### src/rtl/buffer_ring_ctrl_if.sv
// rtl/buffer_ring_ctrl_if.sv - producer/display handshake and ring status bundle for buffer_ring_ctrl
interface buffer_ring_ctrl_if #(
    parameter int IDX_W = 2
);
    logic             producer_active;
    logic             display_idle;
    logic [IDX_W-1:0] read_index;
    logic [IDX_W-1:0] write_index;
    logic [IDX_W-1:0] pending;
    logic             flip;
    logic             write_stall;
    logic             overrun;

    // producer/display side: drives activity levels, observes ring state
    modport master (
        output producer_active,
        output display_idle,
        input  read_index,
        input  write_index,
        input  pending,
        input  flip,
        input  write_stall,
        input  overrun
    );

    // ring controller side
    modport slave (
        input  producer_active,
        input  display_idle,
        output read_index,
        output write_index,
        output pending,
        output flip,
        output write_stall,
        output overrun
    );
endinterface

### src/rtl/buffer_ring_ctrl.sv
// rtl/buffer_ring_ctrl.sv - N-slot frame-buffer ring controller; optional feature macro RING_OVERWRITE_EN
module buffer_ring_ctrl #(
    parameter int NUM_BUFS = 4,
    parameter int IDX_W    = 2
) (
    input  logic              clk,
    input  logic              reset,
    buffer_ring_ctrl_if.slave ring
);
    localparam logic [IDX_W-1:0] LP_LAST    = IDX_W'(NUM_BUFS - 1);
    localparam logic [IDX_W-1:0] LP_RECLAIM = IDX_W'(NUM_BUFS - 2);
    localparam logic [IDX_W-1:0] LP_ONE     = IDX_W'(1);

    // Slot increment wraps at NUM_BUFS, not at the index width
    function automatic logic [IDX_W-1:0] f_inc(input logic [IDX_W-1:0] idx);
        return (idx == LP_LAST) ? '0 : idx + LP_ONE;
    endfunction

    logic             r_prod_d;
    logic             r_idle_d;
    logic [IDX_W-1:0] r_rd;
    logic [IDX_W-1:0] r_wr;
    logic [IDX_W-1:0] r_pend;
    logic             r_flip;
    logic             r_overrun;
    logic             r_stall;
    logic             r_stalled;

    logic             w_start;
    logic             w_done;
    logic             w_idle_edge;
    logic [IDX_W-1:0] w_rd_nxt;
    logic [IDX_W-1:0] w_wr_nxt;
    logic [IDX_W-1:0] w_pend_nxt;
    logic             w_flip_nxt;
    logic             w_ovr_nxt;
    logic             w_stall_nxt;
    logic             w_stalled_nxt;

    assign w_start     = ring.producer_active & ~r_prod_d;
    assign w_done      = ~ring.producer_active & r_prod_d;
    assign w_idle_edge = ring.display_idle & ~r_idle_d;

    // Flip, then start, then done, each seeing the result of the previous step
    always_comb begin
        w_rd_nxt      = r_rd;
        w_wr_nxt      = r_wr;
        w_pend_nxt    = r_pend;
        w_flip_nxt    = 1'b0;
        w_ovr_nxt     = 1'b0;
        w_stalled_nxt = r_stalled;

        // Display boundary: advance to the oldest completed slot, if any
        if (w_idle_edge && (r_pend != '0)) begin
            w_rd_nxt   = f_inc(r_rd);
            w_pend_nxt = r_pend - LP_ONE;
            w_flip_nxt = 1'b1;
            // A full ring had no free slot; the one just released becomes the write slot
            if (r_pend == LP_LAST) begin
                w_wr_nxt = r_rd;
            end
        end

        if (w_start && (w_pend_nxt == LP_LAST)) begin
            w_ovr_nxt = 1'b1;
`ifdef RING_OVERWRITE_EN
            // Drop the newest queued frame; write_index already names that slot
            w_pend_nxt = LP_RECLAIM;
`else
            // Reject the frame; its done edge must not count as a completed slot
            w_stalled_nxt = 1'b1;
`endif
        end

        if (w_done) begin
            if (r_stalled) begin
                w_stalled_nxt = 1'b0;
            end else if (w_pend_nxt != LP_LAST) begin
                w_pend_nxt = w_pend_nxt + LP_ONE;
                // Once full, write_index stays on the newest completed slot
                if (w_pend_nxt != LP_LAST) begin
                    w_wr_nxt = f_inc(w_wr_nxt);
                end
            end
        end

`ifdef RING_OVERWRITE_EN
        w_stall_nxt = 1'b0;
`else
        w_stall_nxt = (w_pend_nxt == LP_LAST);
`endif
    end

    // State and output registers with asynchronous clear
    always_ff @(posedge clk or negedge reset) begin
        if (!reset) begin
            r_prod_d  <= 1'b0;
            r_idle_d  <= 1'b0;
            r_rd      <= '0;
            r_wr      <= LP_ONE;
            r_pend    <= '0;
            r_flip    <= 1'b0;
            r_overrun <= 1'b0;
            r_stall   <= 1'b0;
            r_stalled <= 1'b0;
        end else begin
            r_prod_d  <= ring.producer_active;
            r_idle_d  <= ring.display_idle;
            r_rd      <= w_rd_nxt;
            r_wr      <= w_wr_nxt;
            r_pend    <= w_pend_nxt;
            r_flip    <= w_flip_nxt;
            r_overrun <= w_ovr_nxt;
            r_stall   <= w_stall_nxt;
            r_stalled <= w_stalled_nxt;
        end
    end

    assign ring.read_index  = r_rd;
    assign ring.write_index = r_wr;
    assign ring.pending     = r_pend;
    assign ring.flip        = r_flip;
    assign ring.write_stall = r_stall;
    assign ring.overrun     = r_overrun;
endmodule

### src/flat_wrapper.sv
// flat-port wrapper written by rule: the top's interface ports become plain ports
module buffer_ring_ctrl_flat 
#(
    parameter int NUM_BUFS = 4,
    parameter int IDX_W    = 2
)
  (clk, reset, ring_producer_active, ring_display_idle, ring_read_index, ring_write_index, ring_pending, ring_flip, ring_write_stall, ring_overrun);
  buffer_ring_ctrl_if #(.IDX_W(IDX_W)) ring_i ();
  input  logic clk;
  input  logic reset;
  input wire logic [$bits(ring_i.producer_active)-1:0] ring_producer_active;
  input wire logic [$bits(ring_i.display_idle)-1:0] ring_display_idle;
  output wire logic [$bits(ring_i.read_index)-1:0] ring_read_index;
  output wire logic [$bits(ring_i.write_index)-1:0] ring_write_index;
  output wire logic [$bits(ring_i.pending)-1:0] ring_pending;
  output wire logic [$bits(ring_i.flip)-1:0] ring_flip;
  output wire logic [$bits(ring_i.write_stall)-1:0] ring_write_stall;
  output wire logic [$bits(ring_i.overrun)-1:0] ring_overrun;
  assign ring_i.producer_active = ring_producer_active;
  assign ring_i.display_idle = ring_display_idle;
  assign ring_read_index = ring_i.read_index;
  assign ring_write_index = ring_i.write_index;
  assign ring_pending = ring_i.pending;
  assign ring_flip = ring_i.flip;
  assign ring_write_stall = ring_i.write_stall;
  assign ring_overrun = ring_i.overrun;
  buffer_ring_ctrl #(.NUM_BUFS(NUM_BUFS), .IDX_W(IDX_W)) u_core (.clk(clk), .reset(reset), .ring(ring_i));
endmodule
### config.mk
export PLATFORM = sky130hd
export DESIGN_NAME = buffer_ring_ctrl_flat
export DESIGN_NICKNAME = d
export VERILOG_FILES = /design/src/rtl/buffer_ring_ctrl_if.sv /design/src/rtl/buffer_ring_ctrl.sv /design/src/flat_wrapper.sv
export SDC_FILE = /design/constraint.sdc
export NUM_CORES = 1
export LEC_CHECK = 0
export CORE_AREA = 5 5 51 53
export DETAILED_ROUTE_END_ITERATION = 8
export DIE_AREA = 0 0 56 58
export DONT_BUFFER_PORTS = 1
export PLACE_DENSITY = 0.44
export SYNTH_ARGS = -nofsm -noshare
export SYNTH_HDL_FRONTEND = slang
export SYNTH_SLANG_ARGS = --single-unit
### constraint.sdc
create_clock -name clk -period 2.65 [get_ports clk]
set_clock_uncertainty 0.1 [all_clocks]
set_input_delay 0.1325 -clock clk [delete_from_list [all_inputs] [get_ports clk]]
set_output_delay 0.1325 -clock clk [all_outputs]
set_load 0.005 [all_outputs]
# ---- Yosys cells after proc, flatten, opt, wreduce, memory -nomap -nowiden
# Cells that the tools add are included.
dict set report word_totals {
  wordCells 46
  regBits 12
  output_inout_bits 9
  inputBits 4
}
dict set report classes {
  n_mux 17
  n_reduce_logical 3
  eq_ne 7
  n_bitwise 6
  add_sub_neg 4
}
# op count
set op_table {}
lappend op_table {{two-way mux 2 bit} 12}
lappend op_table {{equality test 2 bit (second input constant)} 5}
lappend op_table {{adder 2 x 1 -> 2 bit (second input constant)} 3}
lappend op_table {{two-way mux 1 bit} 5}
lappend op_table {{!= test 2 bit (second input constant)} 2}
lappend op_table {{bitwise AND 1 bit} 3}
lappend op_table {{NOT 1 bit} 3}
lappend op_table {{logical AND 1 bit} 2}
lappend op_table {{nonzero test 2 bit} 1}
lappend op_table {{subtractor 2 x 1 -> 2 bit (second input constant)} 1}

# ---- Depth between registers and ports, before layout
dict set report depth {
  word_depth 10
  mapped_depth 8
  ltp_nobuf 7
}

# ---- Least setup slack after synthesis
# Ideal clock, no wire load.
dict set report synth_timing {
  path_type {reg-to-reg}
  start {register u_core.r_pend[0], in the netlist u_core.ring.pending[0]}
  end {register u_core.r_wr[1], in the netlist u_core.ring.write_index[1]}
  setup_ns 0.130
  n_path_buf 1
  required_time_ns 2.420
  period_less_slack_ns 1.942
  path_stages_with_launch 7
  arrival_ns 1.712
  setup_slack_ns 0.708
  cell_sequence {dfrtp_1 inv_1 ha_1 or3b_1 buf_2 a2111oi_4 xnor2_1}
}
dict set report synth_via {
  elab_chain_len 9
  elab_cells_between_ends 17
  classes_between {add/sub (3); eq/ne (4); mux (8); reduce/logical (2)}
}
# element line
set synth_rtl {}
lappend synth_rtl {{from (decl)} buffer_ring_ctrl.sv:23} ;# logic [IDX_W-1:0] r_pend;
lappend synth_rtl {{from (signal assigned)} buffer_ring_ctrl.sv:111} ;# r_pend <= w_pend_nxt;
lappend synth_rtl {{parallel branches: the longest is 8 deep, another holds subtractor 2 x 1 -> 2 bit} n/a}
lappend synth_rtl {{two-way mux 2 bit *} buffer_ring_ctrl.sv:75} ;# if (w_done) begin
lappend synth_rtl {{net u_core.w_wr_nxt[1]} buffer_ring_ctrl.sv:33} ;# logic [IDX_W-1:0] w_wr_nxt;
lappend synth_rtl {{to (signal assigned)} buffer_ring_ctrl.sv:110} ;# r_wr <= w_wr_nxt;
lappend synth_rtl {{to (decl)} buffer_ring_ctrl.sv:22} ;# logic [IDX_W-1:0] r_wr;
# Mark *: on every way through the listed nets, which the timed path passes.
# A chain may end at the register's enable or synchronous reset.

# ---- Final worst setup path
dict set report layout_timing {
  start {register u_core.r_pend[0], in the netlist u_core.ring.pending[0]}
  end {register u_core.r_stalled}
}
dict set report layout_via {
  elab_chain_len 8
  elab_cells_between_ends 9
  classes_between {add/sub (1); eq/ne (1); mux (4); reduce/logical (3)}
}
# element line
set layout_rtl {}
lappend layout_rtl {{parallel branches: the longest is 2 deep, another holds subtractor 2 x 1 -> 2 bit} n/a}
lappend layout_rtl {{two-way mux 2 bit *} buffer_ring_ctrl.sv:54} ;# if (w_idle_edge && (r_pend != '0)) begin
lappend layout_rtl {{equality test 2 bit *} buffer_ring_ctrl.sv:64} ;# if (w_start && (w_pend_nxt == LP_LAST)) begin
lappend layout_rtl {{logical AND 1 bit *} buffer_ring_ctrl.sv:64}
lappend layout_rtl {{two-way mux 1 bit *} buffer_ring_ctrl.sv:64}
lappend layout_rtl {{two-way mux 1 bit} buffer_ring_ctrl.sv:76} ;# if (r_stalled) begin
lappend layout_rtl {{two-way mux 1 bit *} buffer_ring_ctrl.sv:75}
lappend layout_rtl {{net u_core.w_stalled_nxt} buffer_ring_ctrl.sv:38} ;# logic w_stalled_nxt;
lappend layout_rtl {{to (signal assigned)} buffer_ring_ctrl.sv:115} ;# r_stalled <= w_stalled_nxt;
lappend layout_rtl {{to (decl)} buffer_ring_ctrl.sv:27} ;# logic r_stalled;
# Marked as above.

==> results.json <==
{
  "status": "complete, no violations",
  "clk-insertion-delay-late_ps": 270,
  "dieHeight_um": 58,
  "hp-class": "in -> reg",
  "cts_buffers": 3,
  "cp_num_buf_inv": 2,
  "met1_usage_pct": 9.556,
  "ctsResizeCount": 0,
  "synth_top_area_cell": "dfrtp_1",
  "synthTopCellsByArea": "dfrtp_1 (46%), ha_1 (6.3%), a2111oi_4 (4.6%)",
  "rsz0062_at_grt": "false",
  "synth_cells": 55,
  "place_hpwl_um": 886.8,
  "grt_use_met2_pct": 11.19,
  "globalRouteOverflowTotal": 0,
  "cpPeakStageDelay_ps": 550,
  "clock_path_buffers": 2,
  "syn_nets": 62,
  "report.final.slew_viol_count": 0,
  "antenna_left": 0,
  "cp-start-kind": "flip-flop",
  "place_area_um2": 633.1,
  "syn_area_um2": 600.6,
  "cts_num_sinks": 12,
  "use_met3_pct": 6.236,
  "max_freq_mhz": 454.0,
  "nNetsFinal": 69,
  "rows": 17,
  "busiest_layer": "met2",
  "antenna_cells": 0,
  "synth_flop_cell": "dfrtp_1",
  "htreeDepth": 1,
  "finalCritPeriodShare_pct": 83.12,
  "synthTopCellsByCount": "dfrtp_1 (11), nand2_1 (4)",
  "crit_family": "simple AND/OR/NAND/NOR gates",
  "setup_tns_ps": 0,
  "synth_most_common_cell": "dfrtp_1",
  "yosys.area_share.xor_xnor_pct": 2.917,
  "final_hold_viol_count": 0,
  "grtUsageTotal_pct": 8.004,
  "synth-seq-cells": 12,
  "max_slew_margin_pct": 61.47,
  "portBuffers": 0,
  "p_per_area_nw_per_um2": 1026,
  "vias": 418,
  "critical_path_class": "reg -> reg",
  "drc": 0,
  "synthSimpleGateAreaFrac_pct": 14.58,
  "synth_edf_count": 0,
  "yosysWarningCount": 0,
  "critPathCaptureType": "flip-flop",
  "synth_cell_types": 25,
  "synth_fa_ha_area_share_pct": 6.250,
  "synth_compound_area_share_pct": 18.54,
  "worst_ep_arrival_time_ps": 2260,
  "io_pins": 13,
  "drt_iter0_drc": 12,
  "root_buffer": "clkbuf_4",
  "fill_cells": 220,
  "dr.pass1.iters": 4,
  "drive_gt1_share_pct": 14.75,
  "required_ps": 2700,
  "die_area_um2": 3248,
  "p_total_mw": 0.7174,
  "synth-seq-area-share_pct": 50.21,
  "avgRoutedWirePerCell_um": 13.51,
  "cap_violations": 0,
  "post_cts_buffers": 0,
  "synth_top_area_share_pct": 45.83,
  "clkSlewWorstSetupHoldPaths_ps": 80,
  "die_w_um": 56,
  "critPathMaxFanout": 10,
  "synth_top_family_by_area": "compound AO/OA/AOI/OAI gates",
  "core-area_um2": 2106,
  "final_area_um2": 699.4,
  "grt_pass1_wl_mm": 1.925,
  "area_delta_synth_final_pct": 16.46,
  "postSynthAreaPerCell_um2": 10.92,
  "leakage_nw": 0.2991,
  "vias_per_cell": 4.697,
  "muxShareOfSynthArea_pct": 3.333,
  "antenna_found_initial": 0,
  "wirelength_mm": 1.202,
  "worst_pin_slew_ps": 576.1,
  "peakVddDrop_v": 0.0003077,
  "min_period_ps": 2203,
  "finalSetupViolations": 0,
  "place.gp.congestion": 0.6883,
  "ys_async_sr_fraction_pct": 100.0,
  "first_global_vias": 380,
  "crit_chain": "inv_1 -> ha_1 -> or3b_1 -> inv_2 -> nor4_1 -> o31ai_1 -> o21ai_1",
  "cts_tree": "done",
  "start_util_pct": 28.52,
  "cp_slowest_cell": "or3b_1",
  "fin_util_pct": 33.21,
  "grt_max_degree": 13
}
==> metal layers <==
metal	vias to the layer above	share of wire (%)
li1	214	-
met1	188	46
met2	14	43
met3	2	10
met4	0	1.1
met5	-	0
==> registers in the layout, indices dropped and copies added (netlist names) <==
name,cells
u_core.r_prod_d,1
u_core.ring.flip,1
u_core.ring.overrun,1
u_core.r_stalled,1
u_core.ring.read_index,2
u_core.r_idle_d,1
u_core.ring.write_index,2
u_core.ring.write_stall,1
u_core.ring.pending,2
==> layout make-up <==
| type | instances | area, um2 | area share, % |
|---|---|---|---|
| Sequential cell | 12 | 301.5 | 43.11 |
| Multi-Input combinational cell | 37 | 274.0 | 39.18 |
| Timing Repair Buffer | 4 | 37.54 | 5.367 |
| Clock buffer | 4 | 36.28 | 5.188 |
| Tap cell | 28 | 35.03 | 5.009 |
| Inverter | 4 | 15.01 | 2.147 |
==> power by group <==
group	switching [mW]	internal, mW
Combinational	0.142	0.108
Sequential	0.0695	0.253
Clock	0.0619	0.0834
==> per-stage QoR <==
step	setup slack (ps)	hold WS [ps]	instances
2_1_floorplan	707.8	-263.1	55
3_3_place_gp	476.1	-262.8	82
3_5_place_dp	457.8	-262.7	82
4_1_cts	437.7	49.74	89
5_1_grt	303.6	85.32	89
6_report	447.3	58.23	89
==> tightest hold or removal path, stage by stage <==
cell,delay [ps]
nor3b_1,60
o21ai_0,150
o21ai_1,60
==> logic make-up (layout without fill, tap and decap cells) <==
| kind of cell | count (synthesis) | count (layout) |
|---|---|---|
| mux | 2 | 2 |
| flops | 12 | 12 |
| fa+ha+maj | 3 | 3 |
| compound gates | 15 | 15 |
| xor+xnor | 2 | 2 |
| simple gates | 15 | 15 |
| buf+inv | 6 | 12 |
==> final timing paths <==
| kind | from | end | slack [ps] | cells past startpoint |
|---|---|---|---|---|
| hold reg to reg | u_core.r_prod_d$_DFF_PN0_ | u_core.r_stalled$_DFF_PN0_ | 420 | 1 |
| max in group asynchronous | reset | u_core.ring.write_index[0]$_DFF_PN1_ | 1880 | 1 |
| min in group asynchronous | reset | u_core.ring.pending[0]$_DFF_PN0_ | 190 | 1 |
| setup / recovery | u_core.ring.pending[0]$_DFF_PN0_ | u_core.r_stalled$_DFF_PN0_ | 450 | 7 |
| hold / removal | ring_producer_active | u_core.ring.pending[0]$_DFF_PN0_ | 60 | 3 |
| setup reg to reg | u_core.ring.pending[0]$_DFF_PN0_ | u_core.r_stalled$_DFF_PN0_ | 450 | 7 |
==> repair_timing <==
item,CTS,global route
hold endpoints to repair,16,0
setup endpoints to repair,0,0
hold buffers,3,0
==> cells in the final DEF (no fill, tap or decap), types with 2 or more instances in the layout <==
cell type / count
a21oi_1: 3
clkbuf_4: 3
dfrtp_1: 11
dlygate4sd3_1: 3
ha_1: 3
inv_1: 3
mux2i_1: 2
nand2_1: 4
nor2_1: 2
nor3_1: 2
nor4_1: 2
o21ai_0: 3
o21ai_1: 3
or3b_1: 2
xnor2_1: 2
No activity file was read; power rests on OpenSTA's default activity.
